## src/rtl/mem_block_responder_pkg.sv

```systemverilog
// Shared definitions for the memory-side block responder: default widths
// and the FSM state encoding.
package mem_block_responder_pkg;

  localparam int BW_WORD_ADDR = 16;
  localparam int BW_BLOCK     = 3;

  typedef enum logic [1:0] {
    ST_IDLE     = 2'd0,
    ST_WR_FILL  = 2'd1,
    ST_WR_DRAIN = 2'd2,
    ST_RD_XFER  = 2'd3
  } state_t;

endpackage

```

## src/rtl/mem_block_responder_fifo.sv

```systemverilog
// Block-deep word FIFO with first-word fall-through head and synchronous
// flush. The head reads as zero while the FIFO is empty.
module block_word_fifo #(
  parameter int DEPTH_LOG2 = 3,
  parameter int WIDTH      = 32
) (
  input  logic                  clk,
  input  logic                  srst,
  input  logic                  flush,
  input  logic                  push,
  input  logic [WIDTH-1:0]      push_data,
  input  logic                  pop,
  output logic [WIDTH-1:0]      head_data,
  output logic [DEPTH_LOG2:0]   count,
  output logic                  full,
  output logic                  empty
);
  localparam int DEPTH = 1 << DEPTH_LOG2;

  logic [WIDTH-1:0]      mem_array [DEPTH];
  logic [DEPTH_LOG2-1:0] wr_ptr_reg;
  logic [DEPTH_LOG2-1:0] rd_ptr_reg;
  logic [DEPTH_LOG2:0]   count_reg;
  logic                  do_push;
  logic                  do_pop;

  assign full      = (count_reg == (DEPTH_LOG2 + 1)'(DEPTH));
  assign empty     = (count_reg == '0);
  assign do_push   = push && !full;
  assign do_pop    = pop && !empty;
  assign count     = count_reg;
  assign head_data = empty ? '0 : mem_array[rd_ptr_reg];

  // Storage write; contents need no reset because empty masks the head.
  always_ff @(posedge clk) begin
    if (do_push) begin
      mem_array[wr_ptr_reg] <= push_data;
    end
  end

  // Pointer and occupancy bookkeeping; push+pop together leaves count unchanged.
  always_ff @(posedge clk) begin
    if (srst || flush) begin
      wr_ptr_reg <= '0;
      rd_ptr_reg <= '0;
      count_reg  <= '0;
    end else begin
      if (do_push) begin
        wr_ptr_reg <= wr_ptr_reg + DEPTH_LOG2'(1);
      end
      if (do_pop) begin
        rd_ptr_reg <= rd_ptr_reg + DEPTH_LOG2'(1);
      end
      case ({do_push, do_pop})
        2'b10:   count_reg <= count_reg + (DEPTH_LOG2 + 1)'(1);
        2'b01:   count_reg <= count_reg - (DEPTH_LOG2 + 1)'(1);
        default: count_reg <= count_reg;
      endcase
    end
  end

endmodule

```

## src/rtl/mem_block_responder.sv

```systemverilog
// Memory-side responder: accepts one word/block transaction from the L2,
// buffers it in a block-deep FIFO and replays it over a word-wide memory port.
module mem_block_responder
  import mem_block_responder_pkg::*;
#(
  parameter int BW_ADDR = BW_WORD_ADDR,
  parameter int BW_BLK  = BW_BLOCK
) (
  input  logic               clock_i,
  input  logic               reset_i,
  input  logic               req_i,
  input  logic               req_block_i,
  input  logic               rw_i,
  input  logic [BW_ADDR-1:0] add_i,
  input  logic               write_i,
  input  logic [31:0]        data_i,
  input  logic               read_i,
  output logic               ready_req_o,
  output logic               ready_write_o,
  output logic               ready_read_o,
  output logic [31:0]        data_o,
  output logic               mem_req_o,
  output logic               mem_rw_o,
  output logic [BW_ADDR-1:0] mem_add_o,
  output logic [31:0]        mem_data_o,
  input  logic               mem_gnt_i,
  input  logic               mem_rvalid_i,
  input  logic [31:0]        mem_rdata_i,
  output logic               err_o
);
  localparam int            CW        = BW_BLK + 1;
  localparam logic [CW-1:0] BLK_WORDS = CW'(1 << BW_BLK);
  localparam logic [CW-1:0] ONE       = CW'(1);

  state_t             state_reg, state_next;
  logic [BW_ADDR-1:0] base_reg, base_next;
  logic [CW-1:0]      n_reg, n_next;
  logic [CW-1:0]      rx_cnt_reg, rx_cnt_next;
  logic [CW-1:0]      issue_reg, issue_next;
  logic [CW-1:0]      out_reg, out_next;
  logic [CW-1:0]      pop_cnt_reg, pop_cnt_next;
  logic               err_reg, err_next;

  logic               fifo_push, fifo_pop, fifo_flush, fifo_full, fifo_empty;
  logic [31:0]        fifo_push_data, fifo_head;
  logic [CW-1:0]      fifo_count;
  logic [BW_BLK-1:0]  blk_offset;
  logic [CW:0]        in_flight;
  logic               rd_issue, rd_return;

  block_word_fifo #(
    .DEPTH_LOG2 (BW_BLK),
    .WIDTH      (32)
  ) u_fifo (
    .clk       (clock_i),
    .srst      (reset_i),
    .flush     (fifo_flush),
    .push      (fifo_push),
    .push_data (fifo_push_data),
    .pop       (fifo_pop),
    .head_data (fifo_head),
    .count     (fifo_count),
    .full      (fifo_full),
    .empty     (fifo_empty)
  );

  // Offset arithmetic stays inside the block so the tag bits never carry.
  assign blk_offset = base_reg[BW_BLK-1:0] + issue_reg[BW_BLK-1:0];
  // Words that already hold or will need a FIFO slot.
  assign in_flight  = {1'b0, out_reg} + {1'b0, fifo_count};
  assign data_o     = fifo_head;
  assign err_o      = err_reg;

  // Next-state, handshake outputs and counter updates.
  always_comb begin
    state_next     = state_reg;
    base_next      = base_reg;
    n_next         = n_reg;
    rx_cnt_next    = rx_cnt_reg;
    issue_next     = issue_reg;
    out_next       = out_reg;
    pop_cnt_next   = pop_cnt_reg;
    err_next       = err_reg;
    ready_req_o    = 1'b0;
    ready_write_o  = 1'b0;
    ready_read_o   = 1'b0;
    mem_req_o      = 1'b0;
    mem_rw_o       = 1'b0;
    mem_add_o      = '0;
    mem_data_o     = '0;
    fifo_push      = 1'b0;
    fifo_pop       = 1'b0;
    fifo_flush     = 1'b0;
    fifo_push_data = mem_rdata_i;
    rd_issue       = 1'b0;
    rd_return      = 1'b0;

    case (state_reg)
      ST_IDLE: begin
        ready_req_o = 1'b1;
        if (req_i) begin
          fifo_flush   = 1'b1;
          base_next    = req_block_i ? {add_i[BW_ADDR-1:BW_BLK], {BW_BLK{1'b0}}} : add_i;
          n_next       = req_block_i ? BLK_WORDS : ONE;
          rx_cnt_next  = '0;
          issue_next   = '0;
          out_next     = '0;
          pop_cnt_next = '0;
          state_next   = rw_i ? ST_WR_FILL : ST_RD_XFER;
        end
      end
      ST_WR_FILL: begin
        ready_write_o  = (rx_cnt_reg < n_reg) && !fifo_full;
        fifo_push_data = data_i;
        if (write_i && ready_write_o) begin
          fifo_push   = 1'b1;
          rx_cnt_next = rx_cnt_reg + ONE;
          if (rx_cnt_next == n_reg) begin
            state_next = ST_WR_DRAIN;
          end
        end
      end
      ST_WR_DRAIN: begin
        mem_req_o  = 1'b1;
        mem_rw_o   = 1'b1;
        mem_add_o  = {base_reg[BW_ADDR-1:BW_BLK], blk_offset};
        mem_data_o = fifo_head;
        if (mem_gnt_i) begin
          fifo_pop   = 1'b1;
          issue_next = issue_reg + ONE;
          if (issue_next == n_reg) begin
            state_next = ST_IDLE;
          end
        end
      end
      ST_RD_XFER: begin
        // Only request when a FIFO slot is guaranteed for the returning word.
        mem_req_o = (issue_reg < n_reg) && (in_flight < {1'b0, BLK_WORDS});
        if (mem_req_o) begin
          mem_add_o = {base_reg[BW_ADDR-1:BW_BLK], blk_offset};
        end
        rd_issue = mem_req_o && mem_gnt_i;
        if (rd_issue) begin
          issue_next = issue_reg + ONE;
        end
        ready_read_o = !fifo_empty;
        if (read_i && ready_read_o) begin
          fifo_pop     = 1'b1;
          pop_cnt_next = pop_cnt_reg + ONE;
          if (pop_cnt_next == n_reg) begin
            state_next = ST_IDLE;
          end
        end
      end
      default: state_next = ST_IDLE;
    endcase

    // Read data only counts against an outstanding request; strays are errors.
    if (mem_rvalid_i) begin
      if (out_reg != '0) begin
        rd_return = 1'b1;
        fifo_push = 1'b1;
      end else begin
        err_next = 1'b1;
      end
    end

    if (rd_issue && !rd_return) begin
      out_next = out_reg + ONE;
    end else if (!rd_issue && rd_return) begin
      out_next = out_reg - ONE;
    end

    if (write_i && !ready_write_o) begin
      err_next = 1'b1;
    end
    if (read_i && !ready_read_o) begin
      err_next = 1'b1;
    end
  end

  // State and counter registers; reset aborts any transaction in progress.
  always_ff @(posedge clock_i) begin
    if (reset_i) begin
      state_reg   <= ST_IDLE;
      base_reg    <= '0;
      n_reg       <= '0;
      rx_cnt_reg  <= '0;
      issue_reg   <= '0;
      out_reg     <= '0;
      pop_cnt_reg <= '0;
      err_reg     <= 1'b0;
    end else begin
      state_reg   <= state_next;
      base_reg    <= base_next;
      n_reg       <= n_next;
      rx_cnt_reg  <= rx_cnt_next;
      issue_reg   <= issue_next;
      out_reg     <= out_next;
      pop_cnt_reg <= pop_cnt_next;
      err_reg     <= err_next;
    end
  end

endmodule

```

## config.mk

```make
export PLATFORM = sky130hd
export DESIGN_NAME = mem_block_responder
export DESIGN_NICKNAME = d
export VERILOG_FILES = /design/src/rtl/mem_block_responder_pkg.sv /design/src/rtl/mem_block_responder_fifo.sv /design/src/rtl/mem_block_responder.sv
export SDC_FILE = /design/constraint.sdc
export NUM_CORES = 1
export LEC_CHECK = 0
export ABC_AREA = 1
export BUFFER_PORTS_ARGS = -buffer_cell sky130_fd_sc_hd__buf_2
export CAP_MARGIN = 0
export CELL_PAD_IN_SITES_DETAIL_PLACEMENT = 1
export CELL_PAD_IN_SITES_GLOBAL_PLACEMENT = 1
export CORE_ASPECT_RATIO = 2
export CORE_MARGIN = 3
export CORE_UTILIZATION = 46
export DETAILED_ROUTE_END_ITERATION = 6
export HOLD_SLACK_MARGIN = 0.12
export PLACE_DENSITY = 0.9
export REMOVE_ABC_BUFFERS = 1
export SKIP_LAST_GASP = 1
export SYNTH_ARGS = -nofsm -noshare
export SYNTH_HDL_FRONTEND = slang
export SYNTH_SLANG_ARGS = --single-unit
```

## constraint.sdc

```tcl
create_clock -name clock_i -period 5 [get_ports clock_i]
set_clock_uncertainty 0.05 [all_clocks]
set_input_delay 0 -clock clock_i [delete_from_list [all_inputs] [get_ports clock_i]]
set_output_delay 0 -clock clock_i [all_outputs]
set_load 0.02 [all_outputs]
```

# Word-level counts from Yosys, hierarchy flattened
# Memories as Yosys holds them, arrays and structs flattened. A register that Yosys moved wholly into a read port is not among the register bits.
# Index checks and enable logic that the tools add are counted.
classes:
  addsub: 11
  n_lt_le_gt_ge: 3
  eq_ne: 18
  mux: 53
  n_reduce_logical: 35
op_table:
  columns: ["operator", "n"]
  rows:
  - ["$mux W32", 3]
  - ["$mux W4", 9]
  - ["$pmux W16 S2", 1]
  - ["$pmux W4 S2", 3]
  - ["$mux W1", 21]
  - ["$add A4 B1 Y4 const B", 5]
  - ["$mux W16", 1]
  - ["$mux W2", 8]
  - ["$ne A2 B2 Y1 const B", 8]
  - ["$eq A4 B4 Y1", 3]
  - ["$pmux W4 S3", 1]
  - ["$reduce_bool A3 Y1", 4]
  - ["$logic_and A1 B1 Y1", 11]
  - ["$mux W3", 3]
  - ["$lt A4 B4 Y1", 2]
  - ["$pmux W2 S4", 1]
  - ["$sub A4 B1 Y4 const B", 2]
  - ["$reduce_and A7 Y1", 1]
  - ["$add A3 B1 Y3 const B", 2]
  - ["$eq A2 B2 Y1 const B", 3]
  - ["$logic_not A1 Y1", 6]
  - ["$reduce_and A2 Y1", 3]
  - ["$reduce_and A3 Y1", 2]
  - ["$reduce_bool A2 Y1", 3]
  - ["other kinds (12)", 14]
word_totals:
  regBits: 49
  ram_bits: 256
  word_cells: 132
  mem_count: 1
memory_table:
  columns: ["name", "words", "width", "read_ports", "rd_clocked_by_memory_dff", "write_ports", "line_no", "rtl"]
  rows:
  - ["u_fifo.mem_array", 8, 32, 1, 1, 1, "mem_block_responder_fifo.sv:20", "logic [WIDTH-1:0] mem_array [DEPTH];"]

# Logic depth before layout (Yosys ltp)
# Gate-level depths: netlist of the first run.
depth:
  depth_word: 11
  ltp_mapped: 17
  mapped_depth_nobuf: 17

# By module
# From an unflattened synthesis of the first run, not the netlist that was laid out.
unflattened:
  hier_cells: 1350
  hier_area_um2: 13639.3
modules_own_cells:
  columns: ["mod", "n_inst", "cells_per_inst", "area_per_inst_um2", "seq_area_each_um2"]
  rows:
  - ["block_word_fifo", 1, 854, 10735.3, 7947.6]
  - ["mem_block_responder", 1, 496, 2904.0, 740.7]

# Worst setup path before layout of the first run
# Ideal clock, no wire load.
synth_timing:
  path_type: "register to register"
  startpoint: "register n_reg[3]"
  endpoint: "memory u_fifo.mem_array[5][0] (enable)"
  t_arrival_ns: 3.723
  t_required_ns: 4.489
  path_slack_ns: 0.766
  stages_incl_launch_ff: 10
  path_buffers: 0
  path_cell_list: "dfxtp_1 > inv_1 > ha_1 > a21oi_2 > nand3_4 > nor2_4 > nand2_4 > nand2_2 > nand2_4 > nor3_1"
synth_between:
  elab_chain_len: 10
synth_lines:
  columns: ["element", "line_no", "rtl"]
  rows:
  - ["from (decl)", "mem_block_responder.sv:37", "logic [CW-1:0] n_reg, n_next;"]
  - ["from (signal assigned)", "mem_block_responder.sv:196", "n_reg <= n_next;"]
  - ["$lt A4 B4 Y1 (*)", "mem_block_responder.sv:113", "ready_write_o = (rx_cnt_reg < n_reg) && !fifo_full;"]
  - ["$logic_and A1 B1 Y1 (*)", "mem_block_responder.sv:113", null]
  - ["$logic_and A1 B1 Y1 (*)", "mem_block_responder.sv:115", "if (write_i && ready_write_o) begin"]
  - ["$mux W1 (*)", "mem_block_responder.sv:115", null]
  - ["$mux W1 (*)", "mem_block_responder.sv:98", "case (state_reg)"]
  - ["$mux W1", "mem_block_responder.sv:160", "if (out_reg != '0) begin"]
  - ["$mux W1 (*)", "mem_block_responder.sv:159", "if (mem_rvalid_i) begin"]
  - ["$logic_and A1 B1 Y1 (*)", "mem_block_responder_fifo.sv:29", "assign do_push = push && !full;"]
  - ["$mux W1 (*)", "mem_block_responder_fifo.sv:36", "if (do_push) begin"]
  - ["$mux W1 (implied by the code) (*)", "mem_block_responder_fifo.sv:37", "mem_array[wr_ptr_reg] <= push_data;"]
  - ["to (decl)", "mem_block_responder_fifo.sv:20", null]
# Mark *: on every way between the ends. The rest lies on a longest branch, timed or not.

# Worst setup path in the final report of the first run
layout_timing:
  startpoint: "register state_reg[1]"
  endpoint: "register state_reg[1]"
layout_between:
  elab_chain_len: 3
  elab_cells_between_ends: 13
  classes_between: "eq/ne (10); mux (1); reduce/logical (2)"
layout_lines:
  columns: ["element", "line_no", "rtl"]
  rows:
  - ["from (decl)", "mem_block_responder.sv:35", "state_t state_reg, state_next;"]
  - ["from (signal assigned)", "mem_block_responder.sv:194", "state_reg <= state_next;"]
  - ["$eq A2 B2 Y1 (tied with other cells)", "mem_block_responder.sv:98", null]
  - ["$ne A2 B2 Y1 (no source line)", null, null]
  - ["$reduce_and A7 Y1 (no source line)", null, null]
# Parallel ways exist; a longest one is shown, timed or not.
# A chain may end at the register's enable or synchronous reset.

==> results by group, run 1 <==
Outcome
  – Status: finished, final reports clean

Synth
  – YS warnings: 0
  – Register area share after synthesis: 65.3%
  – Post-synth top area cell: edfxtp_1
  – Ranking of synthesized cells by area: edfxtp_1 (58%), dfxtp_1 (7.5%), nor2_1 (5.7%)
  – Syn_area_per_cell: 10.8 µm²
  – Syn Std Cell Area: between 10000 and 15000 µm²
  – Unique masters post-synth: 38
  – Ys flop type: edfxtp_1
  – Share of the synthesized area in the top cell type: between 50 and 60%
  – Most frequent cell after synthesis: edfxtp_1
  – Yosys reg bits: a little over 300
  – Ys async rst share: 0%
  – Commonest cells in the netlist: edfxtp_1 (256), nor2_1 (201), nand2_1 (155)
  – Number of flops mapped to enable cells by yosys: roughly 260
  – Mapped Cells: 1235

Finish
  – # nets final: 1589
  – Number of flip-flops in the largest register: 256
  – Antenna Cells: 0
  – FILL cells: approximately 3000
  – Share of cells above drive strength 1: about 18%
  – Layout area overhead: 22.7%

Floorplan
  – Die Wd: about 130 µm
  – Die ar.: 31100 µm²
  – Row count: 87
  – Die Span Y: about 250 µm
  – Num ports: between 150 and 200
  – Core Region: ~28000 µm²
  – Initial core utilization: a little under half

Timing
  – Pins Over Slew Limit: 0
  – Min Tclk post-route: 3.60 ns
  – Slew margin rel.: between 10% and 20%
  – Actual slew at the worst max-slew pin: approximately 1.2 ns
  – Final hold vios: 0
  – RSZ-0062 raised after global routing: no
  – FMAX: between 0.2 and 0.3 GHz
  – Final period util: roughly 72%
  – Sum of negative setup slack: 0 ns
  – Setup violations, final: 0

Critical path
  – Slowest CP cell: dfxtp_1
  – Critical path data required time: about 5.4 ns
  – Crit path max fanout: 35
  – CP arrival: 3.98 ns
  – Crit-path max cell delay: 0.56 ns
  – Crit start category: flip-flop
  – Worst path most repeated cell: nand2_1
  – CP cell instances: inv_2, nand2_2, buf_4, clkinv_1, buf_4, nand2_1, nand2_1, inv_1, nand3_1, dlygate4sd3_1, nand2_1, nor2_1, dlygate4sd3_1
  – Crit Path Class: reg2reg
  – Critical Path End Type: flip-flop

Power and ir drop
  – Clock power share: a little over a quarter
  – Sequential power share: a little over two fifths
  – Static leakage: about 6.4 nW
  – Sw Pwr: approximately 2.8 mW
  – Max VDD drop: between 0.3 and 0.4 mV
  – Comb power frac: 31.2%
  – Switching share of power: 35.8%
  – Total power: between 7 and 8 mW
  – Int Pwr: ~5.1 mW
  – Pwr per Cell Area: approximately 480 nW/µm²

Detailed routing
  – Routed via count: around 11000
  – DRT iter0 DRCs: 858
  – Antenna Nets Post-Route: 0
  – Total Routed Length: between 40 and 50 mm
  – DR DRC count: 0
  – Vias per cell: 5.81
  – 1st-pass router iterations: 5
  – Wirelength per Cell: roughly 23 µm

GRT
  – Total grt overflow: 0
  – Global-route wire length before repair: 65.1 mm
  – Gr usage total: 26.8%
  – Initial antenna violation count: 0
  – Largest net degree at the start of global routing: just over 90
  – Vias in the first global route: around 12000

Clocking
  – Cts repair resizes: 0
  – Clock-pin slew on the worst setup and hold paths: 0.07 ns
  – CTS tree: done
  – Clock buffer count from CTS: 27
  – CTS H-tree lvls: 1
  – Clock sink count: a little over 300
  – Clk_lat worst skew: ~0.55 ns
  – Root buffer cell: clkbuf_16
  – CTS max path bufs: 3

Placement
  – PortBufs: between 150 and 200
  – Gpl congestion: ~0.87
  – Post-DP HPWL: between 20 and 30 mm

Run
  – Max Cap Violations: 0

Hold path
  – Worst min-delay path category: in2reg
==> worst max-delay path: cells and delay by family, from the launching register on <==
kind | cells | cell delay, ns
flops | 1 | 0.56
simple gates | 6 | 0.49
buf+inv | 7 | 2.38
==> path summary, 6_finish.rpt <==
kind	cells after the start	to	start	slack [ns]
setup / recovery	13	state_reg[1]	state_reg[1]	1.40
hold / removal	4	base_reg[9]	add_i[9]	0.23
hold reg to reg	2	base_reg[10]	base_reg[10]	0.40
setup reg to reg	13	state_reg[1]	state_reg[1]	1.40
==> layout make-up <==
type | count | area [µm²] | share of cell area, %
Clock buffer | 32 | 694 | 4.26
Clock inverter | 17 | 173 | 1.06
Inverter | 97 | 365 | 2.24
Multi-Input combinational cell | 762 | 4000 | 24.5
Sequential cell | 306 | 8690 | 53.3
Tap cell | 356 | 445 | 2.73
Timing Repair Buffer | 285 | 1950 | 11.9
==> layout by cell type, fill, tap and decap left out, types with 5 or more instances in the layout <==
master	count
clkinv_2	6
inv_2	12
nor2_4	7
edfxtp_1	256
nor2_1	197
xor2_1	7
clkbuf_16	27
a21oi_1	42
dfxtp_1	47
buf_4	14
o21ai_0	145
nand2_2	5
o211ai_1	32
ha_1	20
o22ai_1	32
o221ai_1	32
o21ai_1	11
nand2_1	155
inv_1	83
clkbuf_1	5
dlygate4sd3_1	97
nand4_1	13
buf_2	174
nand3_1	28
==> power groups by stage <==
stage	clock (mW)	sequential (mW)	combinational, mW
after global routing	2.20	3.38	2.67
after global placement	0	3.38	2.10
after CTS	2.09	3.35	2.43
after floorplan	0	3.37	1.37
after detailed placement	0	3.40	2.25
final	2.08	3.36	2.46
==> cell families (layout without fill, tap and decap cells) <==
| group | count (synthesis) | count (layout) | synth area share (%) |
|---|---|---|---|
| xor gates and xnor gates | 10 | 10 | 0.659 |
| AOI/OAI and AO/OA | 305 | 305 | 13.6 |
| buffers and inverters | 167 | 431 | 5.00 |
| DFF | 306 | 306 | 65.3 |
| adders and majority gates | 21 | 21 | 2.03 |
| and+or+nand+nor | 426 | 426 | 13.4 |
==> routing by layer <==
layer	vias up	global-route usage, %	routed length [µm]
met5	-	0	0
met2	439	52.6	24200
met1	5372	27.9	14100
met4	0	11.9	1790
met3	120	3.08	2180
li1	4853	-	-
==> through the flow <==
stage          hold WS (ns)  area (µm²)  cells  utilization (%)  setup slack (ns)
6_report              0.231       16300   1855             57.7              1.40
5_1_grt               0.243       16300   1855             57.7              1.25
4_1_cts               0.218       16300   1855             57.7              1.53
3_5_place_dp          0.168       14500   1709             51.2              1.71
3_3_place_gp          0.163       14500   1709             51.2              1.92
2_1_floorplan        0.0191       13000   1165                -             0.723
==> repair_timing <==
item                                    CTS  global route
endpoints found under the setup margin    0             0
hold buffers                             97             0
setup buffers                             0             0
hold endpoints to repair                302             0
(Power assumes the default switching activity.)
==> run 2: changes to the inputs <==
ABC_AREA = 0   (was 1)
CORE_UTILIZATION = 48   (was 46)
PLACE_DENSITY = 0.89   (was 0.9)
clock period = 3.6 ns   (was 5 ns; I/O delays follow)
==> run 2 against run 1 <==
Effect of this change:
- count of clock-buffer cells in the layout decreased by 5
- non-clock buffer count rose by 13
- critical path depth fell by 7
- synthesized cell count is 30% lower
- critical path type is now reg2out
- critical endpoint is now mem_add_o[11]
==> results by group, run 2 <==
Outcome
  – Status: finished, final reports clean (unchanged)

Synth
  – Yosys reg bits: 306 (unchanged)
  – Ys async rst share: 0% (unchanged)
  – Number of flops mapped to enable cells by yosys: 256 (unchanged)
  – Syn_area_per_cell: 15.3 µm² (was 10.8 µm²)
  – Commonest cells in the netlist: edfxtp_1 (256), nand2_1 (77), a21oi_1 (68) (was edfxtp_1 (256), nor2_1 (201), nand2_1 (155))
  – Most frequent cell after synthesis: edfxtp_1 (unchanged)
  – Post-Synth Simple-Gate Area: 9.78% (was 13.4%)
  – Ys flop type: edfxtp_1 (unchanged)
  – Register area share after synthesis: 65.9% (was 65.3%)
  – Synth Area in Compound Gates: 4.87% (was 13.6%)
  – Ranking of synthesized cells by area: edfxtp_1 (58%), mux4_2 (11%), dfxtp_1 (7.6%) (was edfxtp_1 (58%), dfxtp_1 (7.5%), nor2_1 (5.7%))
  – Mux contribution to synthesized area: 14.1% (was 0%)
  – Post-synth top area cell: edfxtp_1 (unchanged)
  – Mapped Cells: 863 (was 1235)
  – Syn Std Cell Area: 13200 µm² (was 13300 µm²)
  – Largest family of logic cells by synthesized area: multiplexers (was compound AO/OA/AOI/OAI gates)
  – XOR/XNOR share of the synthesized area: 1.26% (was 0.659%)
  – Share of the synthesized area in the top cell type: 58.3% (was 57.8%)
  – YS warnings: 0 (unchanged)
  – Unique masters post-synth: 57 (was 38)
  – Adder-cell share of the synthesized area: 2.05% (was 2.03%)

GRT
  – Initial antenna violation count: 1 (was 0)
  – Largest net degree at the start of global routing: 44 (was 91)
  – Total grt overflow: 0 (unchanged)
  – Vias in the first global route: 9796 (was 11700)
  – Gr usage total: 25.5% (was 26.8%)
  – Global-route wire length before repair: 56.3 mm (was 65.1 mm)

Power and ir drop
  – Comb power frac: 25.5% (was 31.2%)
  – Sequential power share: 44.5% (was 42.5%)
  – Int Pwr: 6.91 mW (was 5.08 mW)
  – Max VDD drop: 0.401 mV (was 0.309 mV)
  – Static leakage: 6.00 nW (was 6.42 nW)
  – Sw Pwr: 3.05 mW (was 2.83 mW)
  – Clock power share: 30.0% (was 26.3%)
  – Switching share of power: 30.7% (was 35.8%)
  – Pwr per Cell Area: 604 nW/µm² (was 484 nW/µm²)
  – Total power: 9.97 mW (was 7.90 mW)

Clocking
  – Clock buffer count from CTS: 26 (was 27)
  – Cts repair resizes: 0 (unchanged)
  – CTS max path bufs: 3 (unchanged)
  – CTS H-tree lvls: 1 (unchanged)
  – Clock-pin slew on the worst setup and hold paths: 0.08 ns (was 0.07 ns)
  – Clk_lat worst skew: 0.54 ns (was 0.55 ns)
  – CTS tree: done (unchanged)
  – Clock sink count: 306 (unchanged)
  – Root buffer cell: clkbuf_16 (unchanged)

Floorplan
  – Die Span Y: 240 µm (was 246 µm)
  – Row count: 85 (was 87)
  – Die Wd: 123 µm (was 126 µm)
  – Core Region: 27000 µm² (was 28300 µm²)
  – Num ports: 175 (unchanged)
  – Initial core utilization: 48.8% (was 47.0%)
  – Die ar.: 29600 µm² (was 31100 µm²)

Detailed routing
  – DR DRC count: 0 (unchanged)
  – Wirelength per Cell: 24.5 µm (was 22.8 µm)
  – Vias per cell: 5.79 (was 5.81)
  – Antenna Nets Post-Route: 0 (unchanged)
  – DRT iter0 DRCs: 429 (was 858)
  – Routed via count: 8719 (was 10800)
  – 1st-pass router iterations: 4 (was 5)
  – Total Routed Length: 36.9 mm (was 42.3 mm)

Finish
  – Final Instance Area: 16500 µm² (was 16300 µm²)
  – Most common cell after layout, fill and taps aside: edfxtp_1 (unchanged)
  – Number of flip-flops in the largest register: 256 (unchanged)
  – Layout Utilization: 61.1% (was 57.7%)
  – Share of cells above drive strength 1: 30.8% (was 18.2%)
  – Most frequent cells in the layout: edfxtp_1 (256), buf_2 (174), dlygate4sd3_1 (106), nand2_1 (77), a21oi_1 (68) (was edfxtp_1 (256), nor2_1 (197), buf_2 (174), nand2_1 (155), o21ai_0 (145))
  – # nets final: 1248 (was 1589)
  – Layout area overhead: 25.0% (was 22.7%)
  – FILL cells: 2585 (was 3056)
  – Cell Count, Final, Fillers Out: 1506 (was 1855)

Placement
  – PortBufs: 174 (unchanged)
  – Gpl congestion: 0.809 (was 0.867)
  – Placed cell count: 1352 (was 1709)
  – Post-DP HPWL: 22.5 mm (was 25.3 mm)
  – Cell Area, Placed: 14500 µm² (about the same)

Critical path
  – Crit-path max cell delay: 0.60 ns (was 0.56 ns)
  – Critical path data required time: 3.55 ns (was 5.39 ns)
  – CP arrival: 3.28 ns (was 3.98 ns)
  – CP cell instances: ha_1, or4_1, a221oi_2, nand2b_1, and3_1, buf_2 (was inv_2, nand2_2, buf_4, clkinv_1, buf_4, nand2_1, nand2_1, inv_1, nand3_1, dlygate4sd3_1, nand2_1, nor2_1, dlygate4sd3_1)
  – Crit path max fanout: 17 (was 35)
  – Crit Path Class: reg2out (was reg2reg)
  – Crit start category: flip-flop (unchanged)
  – Slowest CP cell: nand2b_1 (was dfxtp_1)
  – CP delay by family, top: simple AND/OR/NAND/NOR gates (was buffers and inverters)
  – Critical Path End Type: primary output (was flip-flop)
  – Buffers & Inverters on Critical Path: 1 (was 7)

Timing
  – Pins Over Slew Limit: 0 (unchanged)
  – Min Tclk post-route: 3.33 ns
  – Fin Hold WS: 0.358 ns (was 0.231 ns)
  – Setup violations, final: 0 (unchanged)
  – Final hold vios: 0 (unchanged)
  – Final period util: roughly 90%
  – FMAX: about 0.3 GHz
  – Slew margin rel.: 22.5% (was 18.6%)
  – RSZ-0062 raised after global routing: no (unchanged)
  – Actual slew at the worst max-slew pin: 1.16 ns (was 1.22 ns)

Run
  – Max Cap Violations: 0 (unchanged)

Hold path
  – Worst min-delay path category: in2reg (unchanged)
run 2: cell types whose count changed after synthesis, sizes merged, moves of 24 or more:
cell,delta
a21oi,+24
mux4,+64
o21ai,-140
nand2b,+38
inv,-83
nor2,-178
mux2,+34
o211ai,-30
o221ai,-31
nand3,-25
nand2,-85
o22ai,-32
and2,+38
run 2: area by class of cell:
type | instances | area, µm² | area share [%]
Antenna cell | 1 | 2.50 | 0.0152
Clock buffer | 27 | 676 | 4.10
Clock inverter | 20 | 238 | 1.44
Inverter | 13 | 48.8 | 0.296
Multi-Input combinational cell | 493 | 4290 | 26.0
Sequential cell | 306 | 8690 | 52.7
Tap cell | 348 | 435 | 2.64
Timing Repair Buffer | 298 | 2100 | 12.8
run 2: through the flow:
stage | setup WS (ns) | setup TNS, ns
floorplan | -1.79 | -287.32
global placement | 0.535 | 0
detailed placement | 0.354 | 0
CTS | 0.286 | 0
global route | 0.0882 | 0
finish | 0.273 | 0
run 2: logic make-up (layout without fill, tap and decap cells):
group | count (synthesis) | count (layout)
adder cells (fa/ha/maj) | 21 | 21
multiplexers | 102 | 102
other | 0 | 1
flip-flops | 306 | 306
XOR/XNOR | 19 | 19
AND/OR/NAND/NOR | 243 | 243
buffers and inverters | 64 | 358
AO/OA/AOI/OAI | 108 | 108
run 2: power by group through the flow:
stage / clock, mW / combinational (mW) / sequential [mW]
after global routing: 3.17 / 2.74 / 4.46
after global placement: 0 / 2.15 / 4.47
final: 2.99 / 2.54 / 4.44
after floorplan: 0 / 1.41 / 4.49
after CTS: 3.04 / 2.51 / 4.43
after detailed placement: 0 / 2.29 / 4.51
run 2: path summary, 6_finish.rpt:
kind                                      start        endpoint  slack [ns]  cells past startpoint
worst max-delay path            u_fifo.count[3]   mem_add_o[11]        0.27                      6
worst min register to register   pop_cnt_reg[1]  pop_cnt_reg[1]        0.46                      2
worst min-delay path                    reset_i      out_reg[1]        0.36                      4
worst max register to register  u_fifo.count[3]      out_reg[3]        0.32                      8
run 2: metal layers:
layer	wire length, µm	track usage, %	up-vias
met1	12500	27.3	4467
met2	21100	48.3	295
li1	-	-	3839
met4	1840	12.8	0
met3	1470	2.82	118
met5	0	0	-
run 2: timing repair:
item / in CTS / in global routing
endpoints found under the hold margin: 294 / 0
buffers inserted: 0 / 0
hold buffers: 106 / 0
setup endpoints to repair: 0 / 0
run 2: worst register-to-register path: stages, from the launching register on:
cell and delay, ns:
dfxtp_1 0.52, ha_1 0.30, or4_1 0.53, a221oi_2 0.31, nand3_1 0.17, ha_1 0.32, o31ai_1 0.64, o21ai_0 0.19
a21oi_1 0.17
